File: config.mk
export PLATFORM = sky130hd
export DESIGN_NAME = branch_chooser
export DESIGN_NICKNAME = d
export VERILOG_FILES = /design/src/rtl/branch_chooser.sv
export SDC_FILE = /design/constraint.sdc
export NUM_CORES = 1
export LEC_CHECK = 0
export BUFFER_PORTS_ARGS = -buffer_cell sky130_fd_sc_hd__buf_2
export CAP_MARGIN = 20
export CORE_MARGIN = 8
export CORE_UTILIZATION = 52
export CTS_CLUSTER_DIAMETER = 150
export DETAILED_ROUTE_END_ITERATION = 8
export PLACE_DENSITY = 0.75
export SLEW_MARGIN = 0
export SYNTH_ARGS = -nofsm -noshare
export SYNTH_HDL_FRONTEND = slang
export SYNTH_SLANG_ARGS = --single-unit
export TNS_END_PERCENT = 10
File: constraint.sdc
create_clock -name clk -period 6.9 [get_ports clk]
set_clock_uncertainty 0.15 [all_clocks]
set_input_delay 0.69 -clock clk [delete_from_list [all_inputs] [get_ports clk]]
set_output_delay 0.69 -clock clk [all_outputs]
set_load 0.02 [all_outputs]
File: src/rtl/branch_chooser.sv
// Tournament chooser: per-index 2-bit counters choose between two predictors, with an in-flight FIFO for resolution.
// Optional mispredict statistic counter is built only when CHOOSER_STATS_EN is defined.
module branch_chooser #(
    parameter int IDX_BITS = 4,
    parameter int DEPTH    = 4
) (
    input  logic        clk,
    input  logic        rst_n,
    input  logic        fetch_valid,
    input  logic [31:0] fetch_pc,
    input  logic        p1_pred,
    input  logic        p2_pred,
    input  logic        resolve_valid,
    input  logic        resolve_taken,
    input  logic        flush,
    output logic        pred_taken,
    output logic        pred_sel,
    output logic        stall,
    output logic        mispredict,
    output logic        p1_wrong,
    output logic        p2_wrong,
    output logic [15:0] mispredict_cnt
);

    localparam int ENTRIES = 1 << IDX_BITS;
    localparam int PTR_W   = (DEPTH > 1) ? $clog2(DEPTH) : 1;
    localparam int CNT_W   = $clog2(DEPTH + 1);

    function automatic logic [1:0] sat_inc2(input logic [1:0] c);
        return (c == 2'b11) ? c : c + 2'b01;
    endfunction

    function automatic logic [1:0] sat_dec2(input logic [1:0] c);
        return (c == 2'b00) ? c : c - 2'b01;
    endfunction

    function automatic logic [PTR_W-1:0] ptr_next(input logic [PTR_W-1:0] p);
        return (p == PTR_W'(DEPTH - 1)) ? '0 : p + PTR_W'(1);
    endfunction

    logic [IDX_BITS-1:0] fetch_idx;
    logic                unused_pc_bits;
    logic [1:0]          ctr [ENTRIES];

    logic [IDX_BITS-1:0] q_idx [DEPTH];
    logic                q_p1  [DEPTH];
    logic                q_p2  [DEPTH];
    logic                q_sel [DEPTH];

    logic [PTR_W-1:0]    wr_ptr;
    logic [PTR_W-1:0]    rd_ptr;
    logic [CNT_W-1:0]    count;

    logic                push;
    logic                pop;
    logic [IDX_BITS-1:0] h_idx;
    logic                h_p1;
    logic                h_p2;
    logic                h_sel;
    logic                h_chosen;
    logic                inc_en;
    logic                dec_en;

    assign fetch_idx      = fetch_pc[IDX_BITS+1:2];
    assign unused_pc_bits = ^{fetch_pc[31:IDX_BITS+2], fetch_pc[1:0]};

    // Lookup reads the registered table, so a same-cycle update is not visible here.
    assign pred_sel   = ctr[fetch_idx][1];
    assign pred_taken = pred_sel ? p2_pred : p1_pred;

    assign stall = (count == CNT_W'(DEPTH));
    assign push  = fetch_valid & ~stall & ~flush;
    assign pop   = resolve_valid & (count != '0);

    assign h_idx    = q_idx[rd_ptr];
    assign h_p1     = q_p1[rd_ptr];
    assign h_p2     = q_p2[rd_ptr];
    assign h_sel    = q_sel[rd_ptr];
    assign h_chosen = h_sel ? h_p2 : h_p1;

    assign inc_en = pop & (h_p2 == resolve_taken) & (h_p1 != resolve_taken);
    assign dec_en = pop & (h_p1 == resolve_taken) & (h_p2 != resolve_taken);

    // FIFO payload: pointers and count alone decide what is valid
    always_ff @(posedge clk) begin
        if (push) begin
            q_idx[wr_ptr] <= fetch_idx;
            q_p1[wr_ptr]  <= p1_pred;
            q_p2[wr_ptr]  <= p2_pred;
            q_sel[wr_ptr] <= pred_sel;
        end
    end

    // Control: pointers, occupancy, resolution flags and chooser table
    always_ff @(posedge clk) begin
        if (!rst_n) begin
            wr_ptr     <= '0;
            rd_ptr     <= '0;
            count      <= '0;
            mispredict <= 1'b0;
            p1_wrong   <= 1'b0;
            p2_wrong   <= 1'b0;
            for (int i = 0; i < ENTRIES; i++) begin
                ctr[i] <= 2'b01;
            end
        end else begin
            mispredict <= pop & (h_chosen != resolve_taken);
            p1_wrong   <= pop & (h_p1 != resolve_taken);
            p2_wrong   <= pop & (h_p2 != resolve_taken);

            if (inc_en) begin
                ctr[h_idx] <= sat_inc2(ctr[h_idx]);
            end else if (dec_en) begin
                ctr[h_idx] <= sat_dec2(ctr[h_idx]);
            end

            // Flush lets the resolve above complete, then drops everything in flight.
            if (flush) begin
                wr_ptr <= '0;
                rd_ptr <= '0;
                count  <= '0;
            end else begin
                if (push) wr_ptr <= ptr_next(wr_ptr);
                if (pop)  rd_ptr <= ptr_next(rd_ptr);
                unique case ({push, pop})
                    2'b10:   count <= count + CNT_W'(1);
                    2'b01:   count <= count - CNT_W'(1);
                    default: count <= count;
                endcase
            end
        end
    end

`ifdef CHOOSER_STATS_EN
    function automatic logic [15:0] sat_inc16(input logic [15:0] c);
        return (c == 16'hFFFF) ? c : c + 16'd1;
    endfunction

    logic [15:0] stat_cnt;

    always_ff @(posedge clk) begin
        if (!rst_n) begin
            stat_cnt <= '0;
        end else if (mispredict) begin
            stat_cnt <= sat_inc16(stat_cnt);
        end
    end

    assign mispredict_cnt = stat_cnt;
`else
    assign mispredict_cnt = '0;
`endif

endmodule

==> results.yml, run 1 <==
outcome:
  status: "complete, no violations"
finish:
  n_antenna_cell: 0
  final_net_count: 340
  drive_gt1_frac: 0.195
  post-route-cell-area_mm2: 0.00381
  area_growth_syn_to_layout_pct: 6.53
  layout.core_utilization: 0.568
global_route:
  grt_usage: 0.148
  first_global_vias: 2190
  grt_first_pass_wirelength_um: 11200
  grt_start_max_net_pins: 25
  grt.overflow.total: 0
  antenna_violations_before_repair: 0
synth:
  postSynth.topFlopCell: "sky130_fd_sc_hd__edfxtp_1"
  yosys-top-cells-area: "sky130_fd_sc_hd__edfxtp_1 50%, sky130_fd_sc_hd__mux4_2 7.5%, sky130_fd_sc_hd__dfxtp_1 6.7%"
  syn-cell-area_mm2: 0.00358
  postSynthRegisterBits: 72
  syn-instance-count: 277
  synth_top_cell_by_area: "sky130_fd_sc_hd__edfxtp_1"
  synth_sequential_area_ratio: 0.570
  avgSynthCellArea_um2: 12.9
  synth_top_cell_area_share: 0.503
  ys_warn_count: 0
  library_cell_with_the_highest_instance_count_after_synthesis: "sky130_fd_sc_hd__edfxtp_1"
  synthArstFlopShare: 0
  synth_top_cells_by_count: "60 x sky130_fd_sc_hd__edfxtp_1, 29 x sky130_fd_sc_hd__nand2_1, 28 x sky130_fd_sc_hd__nor2_1, 20 x sky130_fd_sc_hd__mux2i_1, 17 x sky130_fd_sc_hd__buf_4"
  synth.distinct_cells: 46
  synth_enable_flop_cells: 60
sta:
  layout_worst_path_cycle_share: 0.482
  fin_ws_ps: 3570
  tightestPinTransition_ps: 781
  report.final.slew_viol_count: 0
  slew-limit-headroom: 0.475
  rsz_0062_raised_after_global_routing: "false"
  setup_viol_count_final: 0
  report.final.hold_viol_count: 0
  tns_ps: 0
  final_period_minus_worst_setup_slack_ps: 3330
  fmax_mhz: 300
drt:
  route.detailed.wl_per_inst_um: 18.2
  drt.antenna.violating_nets: 0
  route.detailed.drc: 0
  drt_first_iter_violations: 115
  post_drt_via_cell_ratio: 5.72
  routed_wire_length_um: 6900
  drtPass1Iterations: 4
  dr_total_vias: 2162
pwr:
  irDropWorstVdd_mv: 0.105
  fin_total_pwr_w: 0.000860
  cellPowerDensity_mw_per_mm2: 225
  power_leakage_nw: 1.33
floorplan:
  std_cell_rows: 30
  floorplan.die.width_um: 99.0
  die_area_mm2: 0.00980
  io_pins: 62
  fp.coreArea_mm2: 0.00672
  initial_core_util: 0.533
  die_boundary_height_um: 99.0
worst_setup_path:
  start_kind: "primary input"
  critical_path_class: "primary input to primary output"
  slowest_stage: "sky130_fd_sc_hd__mux4_2"
  cp.arrival_ps: 2490
  path_cells: "buf_2, mux4_2, mux4_2, mux2_2, buf_2"
  cp_max_fo: 8
  critical-path-max-stage-delay_ps: 560
  crit_required_ps: 6060
  critical_path.endpoint_type: "primary output"
cts:
  worstSkewPairLatency_ps: 350
  post_cts_hold_buffer_count: 0
  cts_inserted_buffers: 9
  clkTransAtPathRegs_ps: 80
  cts_resized: 0
  htree_num_levels: 3
  postCtsSetupRepairBufs: 0
  cts_sinks: 72
  clock-root-buffer: "sky130_fd_sc_hd__clkbuf_8"
  cts_tree: "yes"
  ctsLongestPathBuffers: 2
placed_design:
  gpl.final_weighted_congestion: 0.816
  dpl_cell_area_mm2: 0.00364
  dpl_worst_slack_ps: 3570
  numPortBuffers: 17
  dpl.hpwl_um: 4990
flow_run:
  cap_violations: 0
min_path:
  timing.hold.worst.class: "register to register"
## path summary, 6_finish.rpt
kind	depth (start not counted)	start	slack (ps)	end
max	5	fetch_pc[2]	3570	pred_taken
max reg2reg	6	register	3640	ctr[5][0]
min	2	count[2]	370	count[2]
min reg2reg	2	count[2]	370	count[2]
## metrics by stage
stage                     hold WS (ps)  cells
final                              371    378
after floorplan                    317    292
after detailed placement           362    362
after global routing               420    378
after CTS                          374    378
after global placement             333    362
## layout by cell type, fill, tap and decap left out, types with 2 or more instances in the layout
cell	Yosys	layout
sky130_fd_sc_hd__inv_1	6	6
sky130_fd_sc_hd__nor2b_1	3	3
sky130_fd_sc_hd__xor2_1	3	3
sky130_fd_sc_hd__nor2_1	28	28
sky130_fd_sc_hd__clkbuf_8	0	9
sky130_fd_sc_hd__xnor2_1	3	3
sky130_fd_sc_hd__a22oi_1	3	3
sky130_fd_sc_hd__inv_6	0	3
sky130_fd_sc_hd__nand2b_1	10	10
sky130_fd_sc_hd__clkinv_2	0	2
sky130_fd_sc_hd__nand4_1	2	2
sky130_fd_sc_hd__dfxtp_1	12	12
sky130_fd_sc_hd__o21ai_0	3	3
sky130_fd_sc_hd__a21oi_1	3	3
sky130_fd_sc_hd__mux4_2	12	12
sky130_fd_sc_hd__mux2i_1	20	20
sky130_fd_sc_hd__o22a_1	2	2
sky130_fd_sc_hd__nand2_1	29	29
sky130_fd_sc_hd__nand3_1	14	14
sky130_fd_sc_hd__and2_1	5	5
sky130_fd_sc_hd__maj3_2	2	2
sky130_fd_sc_hd__conb_1	1	16
sky130_fd_sc_hd__nor3_1	3	3
sky130_fd_sc_hd__o22ai_1	2	2
sky130_fd_sc_hd__ha_1	6	6
sky130_fd_sc_hd__edfxtp_1	60	60
sky130_fd_sc_hd__buf_2	3	17
## cells by family (layout without fill, tap and decap cells)
family	count (synthesis)	in the layout	synth area share
simple gates	104	104	0.143
other cells	1	16	0.00105
buf+inv	33	39	0.0576
fa+ha+maj	9	9	0.0328
compound gates	19	19	0.0465
flops	72	72	0.570
xor+xnor	6	6	0.0147
mux	33	33	0.135
## power breakdown
part,total [W],switching (W),internal (W)
sequential,0.000482,0.00000434,0.000478
combinational,0.0000766,0.0000513,0.0000253
clock,0.000301,0.000168,0.000133
## routing by layer
layer,routed length (µm),GRT usage
met1,2950,0.178
met2,3490,0.248
met3,316,0.0240
met4,148,0.0815
met5,0,0
## layout make-up
type | instances | area (µm²)
inverters | 6 | 22.5
flip-flops and latches | 72 | 2040
well taps | 80 | 100
fillers | 539 | 2900
multi-input cells | 187 | 1390
clock inverters | 7 | 52.6
repair buffers | 17 | 85.1
clock buffers | 9 | 124
## flip-flops by register name, indices dropped and copies added (netlist names), named ones only
signal and cells:
count 3, ctr 32, mispredict 1, p1_wrong 1
p2_wrong 1, q_idx 16, q_p1 4, q_p2 4
q_sel 4, rd_ptr 2, wr_ptr 2
## worst max-delay path, delay by kind of cell
family / cells / cell delay, ps
buf+inv: 2 / 380
mux: 3 / 1420
No activity file was read; power rests on OpenSTA's default activity.
==> run 2: changes to the inputs <==
==> constraint.sdc (replaced) <==
create_clock -name clk -period 3.17 [get_ports clk]
set_clock_uncertainty 0.15 [all_clocks]
set_input_delay 0.317 -clock clk [delete_from_list [all_inputs] [get_ports clk]]
set_output_delay 0.317 -clock clk [all_outputs]
set_load 0.02 [all_outputs]
==> run 2 against run 1 <==
Effect of this change: non-clock buffer count rose by 13; register-to-register slack got worse by 3300 ps; total power rose by 120%; count of clock-buffer cells in the layout rose by 1; combinational power rose by 120%; sequential cell count did not move; hold slack got worse by 330 ps; first-iteration DRC count rose by 6.1%; global-route usage fell by 0.87 points.
==> results.yml, run 2 (synthesized netlist as in run 1, its figures left out) <==
cts:
  cts_inserted_buffers: 9
  cts_resized: 0
  clkTransAtPathRegs_ps: 80
  cts_tree: "yes"
  clock-root-buffer: "sky130_fd_sc_hd__clkbuf_8"
  ctsLongestPathBuffers: 2
  worstSkewPairLatency_ps: 350
  post_cts_hold_buffer_count: 0
  postCtsSetupRepairBufs: 0
  htree_num_levels: 3
  cts_sinks: 72
floorplan:
  floorplan.die.width_um: 99.0
  io_pins: 62
  die_area_mm2: 0.00980
  die_boundary_height_um: 99.0
  fp.coreArea_mm2: 0.00672
  initial_core_util: 0.533
  std_cell_rows: 30
sta:
  tightestPinTransition_ps: 515
  fmax_mhz: 353
  final_period_minus_worst_setup_slack_ps: 2840
  slew-limit-headroom: 0.656
  layout_worst_path_cycle_share: 0.895
  tns_ps: 0
  setup_viol_count_final: 0
  report.final.hold_viol_count: 0
  report.final.slew_viol_count: 0
  rsz_0062_raised_after_global_routing: "false"
drt:
  drt.antenna.violating_nets: 0
  routed_wire_length_um: 6400
  drt_first_iter_violations: 122
  post_drt_via_cell_ratio: 5.41
  route.detailed.drc: 0
  dr_total_vias: 2115
  drtPass1Iterations: 4
  route.detailed.wl_per_inst_um: 16.4
pwr:
  share_comb_of_total_power: 0.093
  cellPowerDensity_mw_per_mm2: 473
  power_leakage_nw: 1.39
  internal_power_w: 0.00139
  switching_share: 0.251
  p_seq_frac: 0.566
  pwr-share-clk: 0.341
  power.switching_w: 0.000464
  irDropWorstVdd_mv: 0.209
finish:
  n_antenna_cell: 0
  layout_commonest_cell: "sky130_fd_sc_hd__edfxtp_1"
  number_of_flip_flops_under_the_largest_register_name: 32
  final_net_count: 353
  area_growth_syn_to_layout_pct: 9.19
  most_frequent_cells_in_the_layout: "60 x sky130_fd_sc_hd__edfxtp_1, 29 x sky130_fd_sc_hd__nand2_1, 28 x sky130_fd_sc_hd__nor2_1, 20 x sky130_fd_sc_hd__mux2i_1, 17 x sky130_fd_sc_hd__buf_2"
  layout.core_utilization: 0.582
  registers.top_by_ff_count: "ctr"
  layout_top_registers: "ctr: 32 flops, q_idx: 16 flops"
  drive_gt1_frac: 0.225
worst_setup_path:
  slowest_stage: "sky130_fd_sc_hd__mux4_2"
  cp_max_fo: 8
  start_kind: "register"
  critical_path_class: "register to register"
  critical-path-max-stage-delay_ps: 520
  r2r_cells: 8
  timing.critical_path.mode_cell: "sky130_fd_sc_hd__buf_4"
  rrSetupSlack_ps: 330
  crit_required_ps: 3100
  cp.arrival_ps: 2770
  path_cells: "buf_4, mux4_2, buf_4, nor2b_1, a22oi_1, nand2_1, maj3_2, nand4_1"
  rr_endpoint: "ctr[15][0]"
  worst_path_dominant_cell_family: "simple AND/OR/NAND/NOR gates"
  cp_num_buf_inv: 2
  critical_path.endpoint_type: "register"
global_route:
  grt_usage: 0.139
  antenna_violations_before_repair: 0
  first_global_vias: 2115
  grt.overflow.total: 0
  grt_first_pass_wirelength_um: 10500
  grt_start_max_net_pins: 19
min_path:
  timing.hold.worst.class: "primary input to register"
  worst_hold_path.num_cells: 1
  min_from: "p1_pred"
  hold_end: "q_p1[1]"
placed_design:
  gpl.final_weighted_congestion: 0.831
  dpl.hpwl_um: 4620
  numPortBuffers: 17
flow_run:
  cap_violations: 0
outcome:
  status: "complete, no violations"
## run 2: cell count changes in the layout (fill, tap and decap cells not counted)
cell	delta
sky130_fd_sc_hd__clkbuf_1	+1
sky130_fd_sc_hd__buf_4	+13
sky130_fd_sc_hd__inv_6	-3
sky130_fd_sc_hd__clkinvlp_4	+1
sky130_fd_sc_hd__clkinv_4	+2
sky130_fd_sc_hd__clkinv_2	-1
## run 2: metal layers
metal  part of all wire  track usage
met1               0.44        0.173
met2               0.50        0.221
met3              0.048       0.0416
met4              0.016       0.0567
met5                  0            0
## run 2: power by group through the flow
stage	sequential [W]	clock, W	combinational [W]
after floorplan	0.00107	0	0.000140
after global placement	0.00107	0	0.000168
after detailed placement	0.00107	0	0.000170
after CTS	0.00105	0.000649	0.000172
after global routing	0.00105	0.000681	0.000187
final	0.00105	0.000631	0.000171
## run 2: metrics by stage
stage / hold WS, ps / cells / power [W] / setup slack, ps / area, µm²
final: 46.3 / 391 / 0.00185 / 334 / 3910
after global placement: 338 / 375 / 0.00124 / 334 / 3740
after CTS: 27.4 / 391 / 0.00187 / 337 / 3910
after global routing: 44.1 / 391 / 0.00192 / 203 / 3910
after detailed placement: 349 / 375 / 0.00124 / 356 / 3740
after floorplan: 266 / 292 / 0.00121 / 682 / 3640
## run 2: worst max path at each step
stage                     cells past startpoint  startpoint    endpoint  slack [ps]
after global placement                        8    register  ctr[15][0]         330
after floorplan                               8    register  ctr[11][0]         680
final                                         8    register  ctr[15][0]         330
after CTS                                     8    register  ctr[15][0]         340
after detailed placement                      8    register  ctr[15][0]         360
after global routing                          8    register   ctr[5][0]         200
## run 2: worst reg2reg max path, cell delays in order, from the launching register on
cell and delay, ps:
sky130_fd_sc_hd__dfxtp_1 390, sky130_fd_sc_hd__buf_4 170, sky130_fd_sc_hd__mux4_2 520, sky130_fd_sc_hd__buf_4 200, sky130_fd_sc_hd__nor2b_1 430, sky130_fd_sc_hd__a22oi_1 130, sky130_fd_sc_hd__nand2_1 140, sky130_fd_sc_hd__maj3_2 320
sky130_fd_sc_hd__nand4_1 110
## run 2: final cells by class
| cell class | instances | area, µm² |
|---|---|---|
| clock inverters | 6 | 46.3 |
| clock buffers | 10 | 128 |
| inverters | 6 | 22.5 |
| repair buffers | 30 | 183 |
| multi-input cells | 187 | 1390 |
| fillers | 552 | 2810 |
| flip-flops and latches | 72 | 2040 |
| well taps | 80 | 100 |
==> run 3: changes to the inputs <==
--- a/config.mk
+++ b/config.mk
@@ -11,7 +11,9 @@
 export CORE_UTILIZATION = 52
 export CTS_CLUSTER_DIAMETER = 150
 export DETAILED_ROUTE_END_ITERATION = 8
+export MAX_ROUTING_LAYER = met4
 export PLACE_DENSITY = 0.75
+export SKIP_LAST_GASP = 1
 export SLEW_MARGIN = 0
 export SYNTH_ARGS = -nofsm -noshare
 export SYNTH_HDL_FRONTEND = slang
==> run 3 against run 2 <==
Effect of this change: maximum frequency is 0.25% higher; count of clock-buffer cells in the layout stayed put; sequential power hardly changed; global-route usage is 0.41 points higher; largest power group unchanged; critical path type unchanged; critical path depth stayed put; final area stayed put; sequential share of layout area stayed put; wire length is 0.78% higher.
==> results.yml, run 3 (synthesized netlist as in run 1, its figures left out) <==
outcome:
  status: "complete, no violations"
drt:
  drtPass1Iterations: 4
  post_drt_via_cell_ratio: 5.41
  drt.antenna.violating_nets: 0
  routed_wire_length_um: 6450
  drt_first_iter_violations: 150
  route.detailed.drc: 0
  dr_total_vias: 2114
  route.detailed.wl_per_inst_um: 16.5
cts:
  post_cts_hold_buffer_count: 0
  clkTransAtPathRegs_ps: 80
  worstSkewPairLatency_ps: 350
  htree_num_levels: 3
  postCtsSetupRepairBufs: 0
  cts_inserted_buffers: 9
  cts_tree: "yes"
  ctsLongestPathBuffers: 2
  cts_resized: 0
  cts_sinks: 72
  clock-root-buffer: "sky130_fd_sc_hd__clkbuf_8"
sta:
  slew-limit-headroom: 0.659
  report.final.slew_viol_count: 0
  setup_viol_count_final: 0
  fmax_mhz: 354
  rsz_0062_raised_after_global_routing: "false"
  final_period_minus_worst_setup_slack_ps: 2830
  report.final.hold_viol_count: 0
  tns_ps: 0
  layout_worst_path_cycle_share: 0.892
  tightestPinTransition_ps: 511
worst_setup_path:
  critical_path.endpoint_type: "register"
  cp_max_fo: 8
  critical_path_class: "register to register"
  cp.arrival_ps: 2760
  crit_required_ps: 3100
  start_kind: "register"
floorplan:
  std_cell_rows: 30
  floorplan.die.width_um: 99.0
  die_boundary_height_um: 99.0
  die_area_mm2: 0.00980
  fp.coreArea_mm2: 0.00672
  io_pins: 62
  initial_core_util: 0.533
global_route:
  grt.overflow.total: 0
  first_global_vias: 2112
  grt_start_max_net_pins: 19
  grt_first_pass_wirelength_um: 10500
  grt_usage: 0.143
  antenna_violations_before_repair: 0
flow_run:
  cap_violations: 0
finish:
  layout_commonest_cell: "sky130_fd_sc_hd__edfxtp_1"
  layout_top_registers: "ctr: 32 flops, q_idx: 16 flops"
  area.sequential_mm2: 0.00204
  number_of_flip_flops_under_the_largest_register_name: 32
  drive_gt1_frac: 0.225
  registers.top_by_ff_count: "ctr"
  n_fill_cell: 552
  area_growth_syn_to_layout_pct: 9.19
  post-route-cell-area_mm2: 0.00391
  most_frequent_cells_in_the_layout: "60 x sky130_fd_sc_hd__edfxtp_1, 29 x sky130_fd_sc_hd__nand2_1, 28 x sky130_fd_sc_hd__nor2_1, 20 x sky130_fd_sc_hd__mux2i_1, 17 x sky130_fd_sc_hd__buf_2"
  final_net_count: 353
  multi_input_comb_area_mm2: 0.00139
  layout.core_utilization: 0.582
  n_antenna_cell: 0
placed_design:
  dpl_cell_area_mm2: 0.00374
  gpl.final_weighted_congestion: 0.843
  numPortBuffers: 17
  dpl.hpwl_um: 4620
pwr:
  irDropWorstVdd_mv: 0.208
  power_leakage_nw: 1.39
  cellPowerDensity_mw_per_mm2: 474
min_path:
  timing.hold.worst.class: "primary input to register"
[run 3: cell counts in the layout (fill, tap and decap cells not counted)]
No cell type changed its count.
[run 3: worst max-delay path, cell delays in order (launching register included)]
cell and delay, ps:
sky130_fd_sc_hd__dfxtp_1 390, sky130_fd_sc_hd__buf_4 170, sky130_fd_sc_hd__mux4_2 520, sky130_fd_sc_hd__buf_4 200
sky130_fd_sc_hd__nor2b_1 430, sky130_fd_sc_hd__a22oi_1 130, sky130_fd_sc_hd__nand2_1 140, sky130_fd_sc_hd__maj3_2 320
sky130_fd_sc_hd__nand4_1 110
[run 3: worst paths after layout]
check | start | endpoint | depth (start not counted) | slack [ps]
worst max register to register | register | ctr[15][0] | 8 | 340
worst max-delay path | register | ctr[15][0] | 8 | 340
worst min-delay path | p1_pred | q_p1[1] | 1 | 50
worst min register to register | count[2] | count[2] | 2 | 380
[run 3: report_power, final]
group / switching [W] / internal (W) / total (W)
Sequential: 0.00000825 / 0.00104 / 0.00105
Combinational: 0.000111 / 0.0000610 / 0.000172
Clock: 0.000346 / 0.000286 / 0.000632
[run 3: per-layer routing]
metal  vias up  track usage  part of all wire
met5         -            -                 0
met2        44        0.221              0.49
met4         0       0.0567             0.016
met1      1027        0.174              0.46
met3         8       0.0416             0.042
li1       1035            -                 -
[run 3: stage by stage]
| step | total power, W | std cells | hold slack, ps | setup WS [ps] |
|---|---|---|---|---|
| CTS | 0.00187 | 391 | 27.4 | 337 |
| finish | 0.00185 | 391 | 45.0 | 342 |
| global placement | 0.00124 | 375 | 338 | 334 |
| global route | 0.00192 | 391 | 44.1 | 200 |
| detailed placement | 0.00124 | 375 | 349 | 356 |
| floorplan | 0.00121 | 292 | 266 | 682 |
[run 3: area by class of cell]
type	count	area share
Multi-Input combinational cell	187	0.355
Timing Repair Buffer	30	0.0467
Sequential cell	72	0.522
Clock buffer	10	0.0326
Tap cell	80	0.0256
Clock inverter	6	0.0118
Inverter	6	0.00576
